### src/rtl/mem_load_pkg.sv
// Shared types and framing defaults for the UART program loader.
package mem_load_pkg;

   typedef enum logic [1:0] {HUNT, PAYLOAD, EXPECT_STOP} frame_state_e;

   typedef enum logic [2:0] {IDLE, ADDR_L, DATA_L, ADDR_U, DATA_U} bus_state_e;

   typedef enum logic [1:0] {
      CMD_WRITE = 2'b00,
      CMD_RUN   = 2'b01,
      CMD_HALT  = 2'b10
   } cmd_e;

   localparam logic [7:0] START_BYTE_DEF = 8'h55;
   localparam logic [7:0] STOP_BYTE_DEF  = 8'hAA;

endpackage

### src/rtl/uart_frame_rx.sv
// Frame assembler: START, four positional payload bytes, STOP, with an
// inactivity timeout that aborts a partially received frame.
//
// state       | meaning
// HUNT        | waiting for START_BYTE, other bytes ignored
// PAYLOAD     | storing b0..b3 positionally
// EXPECT_STOP | next byte must be STOP_BYTE
module uart_frame_rx
   import mem_load_pkg::*;
#(
   parameter logic [7:0]  START_BYTE  = START_BYTE_DEF,
   parameter logic [7:0]  STOP_BYTE   = STOP_BYTE_DEF,
   parameter int unsigned TIMEOUT_CYC = 25000000
) (
   input  logic       clk,
   input  logic       rst_n,
   input  logic [7:0] rx_data,
   input  logic       rx_valid,
   output logic       frame_done,
   output logic       frame_err,
   output logic       frame_busy,
   output logic [7:0] b0,
   output logic [7:0] b1,
   output logic [7:0] b2,
   output logic [7:0] b3
);

   localparam int TW = $clog2(TIMEOUT_CYC + 1);
   localparam logic [TW-1:0] TO_LAST = TW'(TIMEOUT_CYC - 1);

   frame_state_e  state;
   logic [1:0]    idx;
   logic [TW-1:0] to_cnt;

   always_ff @(posedge clk) begin
      if (!rst_n) begin
         state      <= HUNT;
         idx        <= 2'd0;
         to_cnt     <= '0;
         frame_done <= 1'b0;
         frame_err  <= 1'b0;
         b0         <= 8'h00;
         b1         <= 8'h00;
         b2         <= 8'h00;
         b3         <= 8'h00;
      end else begin
         frame_done <= 1'b0;
         frame_err  <= 1'b0;
         case (state)
            HUNT: begin
               to_cnt <= '0;
               if (rx_valid && rx_data == START_BYTE) begin
                  state <= PAYLOAD;
                  idx   <= 2'd0;
               end
            end
            PAYLOAD, EXPECT_STOP: begin
               // A byte arriving on the expiry cycle wins over the timeout
               if (rx_valid) begin
                  to_cnt <= '0;
                  if (state == PAYLOAD) begin
                     case (idx)
                        2'd0:    b0 <= rx_data;
                        2'd1:    b1 <= rx_data;
                        2'd2:    b2 <= rx_data;
                        default: b3 <= rx_data;
                     endcase
                     idx <= idx + 2'd1;
                     if (idx == 2'd3) state <= EXPECT_STOP;
                  end else begin
                     if (rx_data == STOP_BYTE) frame_done <= 1'b1;
                     else                      frame_err  <= 1'b1;
                     state <= HUNT;
                  end
               end else if (to_cnt == TO_LAST) begin
                  frame_err <= 1'b1;
                  to_cnt    <= '0;
                  state     <= HUNT;
               end else begin
                  to_cnt <= to_cnt + 1'b1;
               end
            end
            default: state <= HUNT;
         endcase
      end
   end

   assign frame_busy = (state != HUNT);

endmodule

### src/rtl/mem_load_ctrl.sv
// Shared memory port sequencer: decodes loader frames, runs the 4-cycle
// split write, and gates the CPU onto the bus only while it is out of reset.
//
// state  | meaning
// IDLE   | bus owned by CPU when running, else driven to zero
// ADDR_L | loader drives address
// DATA_L | loader commits data[5:0]
// ADDR_U | loader drives address
// DATA_U | loader commits data[11:6]
module mem_load_ctrl
   import mem_load_pkg::*;
#(
   parameter logic [7:0]  START_BYTE  = START_BYTE_DEF,
   parameter logic [7:0]  STOP_BYTE   = STOP_BYTE_DEF,
   parameter int unsigned TIMEOUT_CYC = 25000000
) (
   input  logic       clk,
   input  logic       rst_n,
   input  logic [7:0] rx_data,
   input  logic       rx_valid,
   input  logic [9:0] cpu_addr_data,
   input  logic       cpu_read_write,
   input  logic       cpu_write_commit,
   output logic [9:0] mem_addr_data,
   output logic       mem_read_write,
   output logic       mem_write_commit,
   output logic       cpu_rst,
   output logic       busy,
   output logic [7:0] err_cnt
);

   logic       frame_done, frame_err, frame_busy;
   logic [7:0] b0, b1, b2, b3;

   uart_frame_rx #(
      .START_BYTE  (START_BYTE),
      .STOP_BYTE   (STOP_BYTE),
      .TIMEOUT_CYC (TIMEOUT_CYC)
   ) u_frame (
      .clk        (clk),
      .rst_n      (rst_n),
      .rx_data    (rx_data),
      .rx_valid   (rx_valid),
      .frame_done (frame_done),
      .frame_err  (frame_err),
      .frame_busy (frame_busy),
      .b0         (b0),
      .b1         (b1),
      .b2         (b2),
      .b3         (b3)
   );

   logic [1:0]  cmd;
   logic [9:0]  addr;
   logic [11:0] data;
   bus_state_e  bus_state;
   logic [9:0]  addr_q;
   logic [11:0] data_q;
   logic        run_pend;
   logic        wr_go, dec_err;

   assign cmd  = b0[7:6];
   assign addr = {b0[1:0], b1};
   assign data = {b2, b3[3:0]};

   always_comb begin
      wr_go   = 1'b0;
      dec_err = 1'b0;
      if (frame_done) begin
         case (cmd)
            CMD_WRITE: begin
               if (cpu_rst && bus_state == IDLE) wr_go   = 1'b1;
               else                              dec_err = 1'b1;
            end
            CMD_RUN, CMD_HALT: ;
            default: dec_err = 1'b1;
         endcase
      end
   end

   always_ff @(posedge clk) begin
      if (!rst_n) begin
         bus_state <= IDLE;
         addr_q    <= '0;
         data_q    <= '0;
         cpu_rst   <= 1'b1;
         run_pend  <= 1'b0;
         err_cnt   <= 8'h00;
      end else begin
         case (bus_state)
            IDLE: if (wr_go) begin
               bus_state <= ADDR_L;
               addr_q    <= addr;
               data_q    <= data;
            end
            ADDR_L:  bus_state <= DATA_L;
            DATA_L:  bus_state <= ADDR_U;
            ADDR_U:  bus_state <= DATA_U;
            default: bus_state <= IDLE;
         endcase

         // RUN during an active write is held until the bus is back in IDLE
         if (frame_done && cmd == CMD_HALT) begin
            cpu_rst  <= 1'b1;
            run_pend <= 1'b0;
         end else if (frame_done && cmd == CMD_RUN) begin
            if (bus_state == IDLE) cpu_rst  <= 1'b0;
            else                   run_pend <= 1'b1;
         end else if (run_pend && bus_state == IDLE) begin
            cpu_rst  <= 1'b0;
            run_pend <= 1'b0;
         end

         if ((frame_err || dec_err) && err_cnt != 8'hFF)
            err_cnt <= err_cnt + 8'd1;
      end
   end

   always_comb begin
      mem_addr_data    = '0;
      mem_read_write   = 1'b0;
      mem_write_commit = 1'b0;
      case (bus_state)
         IDLE: if (!cpu_rst) begin
            mem_addr_data    = cpu_addr_data;
            mem_read_write   = cpu_read_write;
            mem_write_commit = cpu_write_commit;
         end
         ADDR_L, ADDR_U: begin
            mem_addr_data  = addr_q;
            mem_read_write = 1'b1;
         end
         DATA_L: begin
            mem_addr_data    = {4'b0, data_q[5:0]};
            mem_read_write   = 1'b1;
            mem_write_commit = 1'b1;
         end
         DATA_U: begin
            mem_addr_data    = {4'b0, data_q[11:6]};
            mem_read_write   = 1'b1;
            mem_write_commit = 1'b1;
         end
         default: ;
      endcase
   end

   assign busy = frame_busy || (bus_state != IDLE);

endmodule
### config.mk
export PLATFORM = sky130hd
export DESIGN_NAME = mem_load_ctrl
export DESIGN_NICKNAME = d
export VERILOG_FILES = /design/src/rtl/mem_load_pkg.sv /design/src/rtl/uart_frame_rx.sv /design/src/rtl/mem_load_ctrl.sv
export SDC_FILE = /design/constraint.sdc
export NUM_CORES = 1
export LEC_CHECK = 0
export BUFFER_PORTS_ARGS = -buffer_cell sky130_fd_sc_hd__clkbuf_2
export CAP_MARGIN = 5
export CORE_ASPECT_RATIO = 1.25
export CORE_MARGIN = 8
export CORE_UTILIZATION = 45
export CTS_CLUSTER_SIZE = 8
export DETAILED_ROUTE_END_ITERATION = 10
export PLACE_DENSITY = 0.65
export SKIP_CTS_REPAIR_TIMING = 1
export SLEW_MARGIN = 20
export SYNTH_ARGS = -nofsm -noshare
export SYNTH_HDL_FRONTEND = slang
export SYNTH_HIERARCHICAL = 1
export SYNTH_SLANG_ARGS = --single-unit
### constraint.sdc
create_clock -name clk -period 4.35 [get_ports clk]
set_clock_uncertainty 0.1 [all_clocks]
set_input_delay 0.2175 -clock clk [delete_from_list [all_inputs] [get_ports clk]]
set_output_delay 0.2175 -clock clk [all_outputs]
set_load 0.02 [all_outputs]
==> reports/results.txt <==
Status: complete, no violations
Syn_area_per_cell: 8.320 sq um
Antenna violations before repair: 0
Clk root buf: clkbuf_16
Final non-filler cell total: 694
Synth Warn #: 6
Setup_tns: 0 ns
Worst EP required: 4.48 ns
CTS max path bufs: 2
Crit Path Class: flop to flop
Final hold viol count: 0
Die Span X: 105.1 microns
Start point of the critical path: bus_state[0]
Final period util: 58.02%
Die area: 0.01339 sq mm
Crit path largest cell delay: 0.73 ns
I/O Buffers: 44
Starting density of the core: 46.26%
# diodes: 0
Layout area overhead: 12.41%
Final setup violation count: 0
Drt first pass iters: 4
Worst-case reg-to-reg path depth: 5
DIE HEIGHT: 127.4 microns
Setup crit end kind: flop
Synthesized Nets: 573
CP Max Fanout: 26
CTS tree: done
Clk pin slew, worst setup/hold paths: 0.06 ns
Largest net degree at the start of global routing: 45
FMAX: 396.2 MHz
Hold path startpoint: rx_data[5]
Final min period: 2.524 ns
Num CTS Buffers: 9
GRT Total Usage: 14.67%
CP arrival: 2.65 ns
Final net count: 600
DP HPWL: 6844 microns
Drt total wl: 9513 microns
# clock sinks: 90
Drt wl/cell: 13.71 microns
Crit-path cells: or2_1 > nor2_4 > nand4_1 > nand2_1 > a21boi_2
Global-route wire length before repair: 16250 microns
Worst r2r dst: addr_q[5]
RSZ-0062 raised after global routing: no
Final Max Tran Viols: 0
R2R Setup Slk: 1.83 ns
Antenna Violating Nets Remaining: 0
Actual slew at the worst max-slew pin: 0.9521 ns
Placed cells: 679
Clock Latency Late Sink: 0.34 ns
Rows: 40
Critical path startpoint category: flop
CP delay by family, top: simple AND/OR/NAND/NOR gates
Post-Syn Area: 0.004468 sq mm
Critical path depth: 5
Overflow after GRT: 0
Hold crit path type: primary input to flop
Leak: 1.818 nW
Detail-routed via count per cell: 5.192
Routed via count: 3603
Htree depth: 3
Pwr Density: 352.3 mW/mm^2
Core ar.: 0.009659 sq mm
Final Wtd Congestion: 0.8112
Max Cap Violations: 0
Final core occ: 51.99%
Setup crit end: addr_q[5]
Ports: 45
Syn Inst Count: 537
Layout cells sized above 1: 18.84%
Remaining DRCs: 0
CP Buf/Inv Count: 0
VDD IR max: 200.8 uV
Rel. slew slack: 36.46%
Worst path slowest cell: nand4_1
Reg-to-Reg Start: bus_state[0]
First DRT Iteration DRCs: 158
Vias in the first global route: 3541
[layout by cell type (no fill, tap or decap), types with 3 or more instances in the layout]
| master | n |
|---|---|
| and2_1 | 5 |
| inv_1 | 14 |
| xnor2_1 | 14 |
| nand3_1 | 20 |
| a21boi_2 | 19 |
| nor2_1 | 57 |
| bufinv_16 | 3 |
| nand2_2 | 19 |
| clkbuf_16 | 9 |
| nor4b_1 | 4 |
| nor3_1 | 5 |
| and3_1 | 6 |
| o21ai_0 | 11 |
| clkbuf_2 | 44 |
| nand4_1 | 11 |
| nor2b_1 | 4 |
| nand3b_1 | 3 |
| mux2i_1 | 8 |
| xor2_1 | 10 |
| ha_1 | 13 |
| a22oi_1 | 6 |
| dfxtp_1 | 90 |
| nand2b_1 | 6 |
| and4_1 | 3 |
| nor4_1 | 5 |
| a21oi_1 | 40 |
| nand2_1 | 101 |
| a21boi_0 | 3 |
[layout make-up]
cell class / instances / area [sq um]
clock buffers: 10 / 229.0
clock inverters: 5 / 103.9
fillers: 953 / 4637
inverters: 14 / 52.55
multi-input cells: 404 / 2450
flip-flops and latches: 90 / 1802
well taps: 126 / 157.7
repair buffers: 45 / 227.7
[worst min path at each step]
stage / to / cells after the start
4_1_cts: u_frame/b2[4] / 3
6_report: u_frame/b2[5] / 3
5_1_grt: u_frame/b1[4] / 3
3_5_place_dp: data_q[10] / 2
2_1_floorplan: u_frame/b1[2] / 2
3_3_place_gp: data_q[10] / 2
[sequential cells by signal, indices dropped and copies added (netlist names), 2 cells and up]
signal          cells
bus_state           3
u_frame/idx         2
u_frame/to_cnt     25
addr_q             10
u_frame/b1          8
u_frame/b2          8
u_frame/b3          4
u_frame/b0          4
err_cnt             8
data_q             12
u_frame/state       2
[through the flow]
stage	power [W]	hold WS [ns]	area [sq um]	setup slack, ns
2_1_floorplan	0.0008855	0.2535	4468	2.388
3_3_place_gp	0.0009095	0.3413	4688	1.766
3_5_place_dp	0.0009110	0.3438	4688	1.735
4_1_cts	0.001793	0.05518	5021	1.703
5_1_grt	0.001830	0.07081	5022	1.581
6_report	0.001769	0.06087	5022	1.826
[worst min-delay path, stage by stage]
cell and delay, ns:
clkbuf_2 0.12, nand2_1 0.07, a21oi_1 0.05
[metal layers]
layer / vias up / track usage [%] / routed length (microns)
li1: 1866 / - / -
met1: 1644 / 16.41 / 4193
met2: 75 / 24.23 / 4564
met3: 18 / 4.477 / 506
met4: 0 / 8.418 / 248
met5: - / 0 / 0
[power breakdown]
part / internal [W] / switching [W] / leakage, nW / total, W
registers: 0.000826 / 0.00000230 / 0.725 / 0.000828
logic: 0.0000250 / 0.0000395 / 0.931 / 0.0000645
clock network: 0.000558 / 0.000318 / 0.163 / 0.000877
total: 0.00141 / 0.000360 / 1.82 / 0.00177
(Power assumes the default switching activity.)
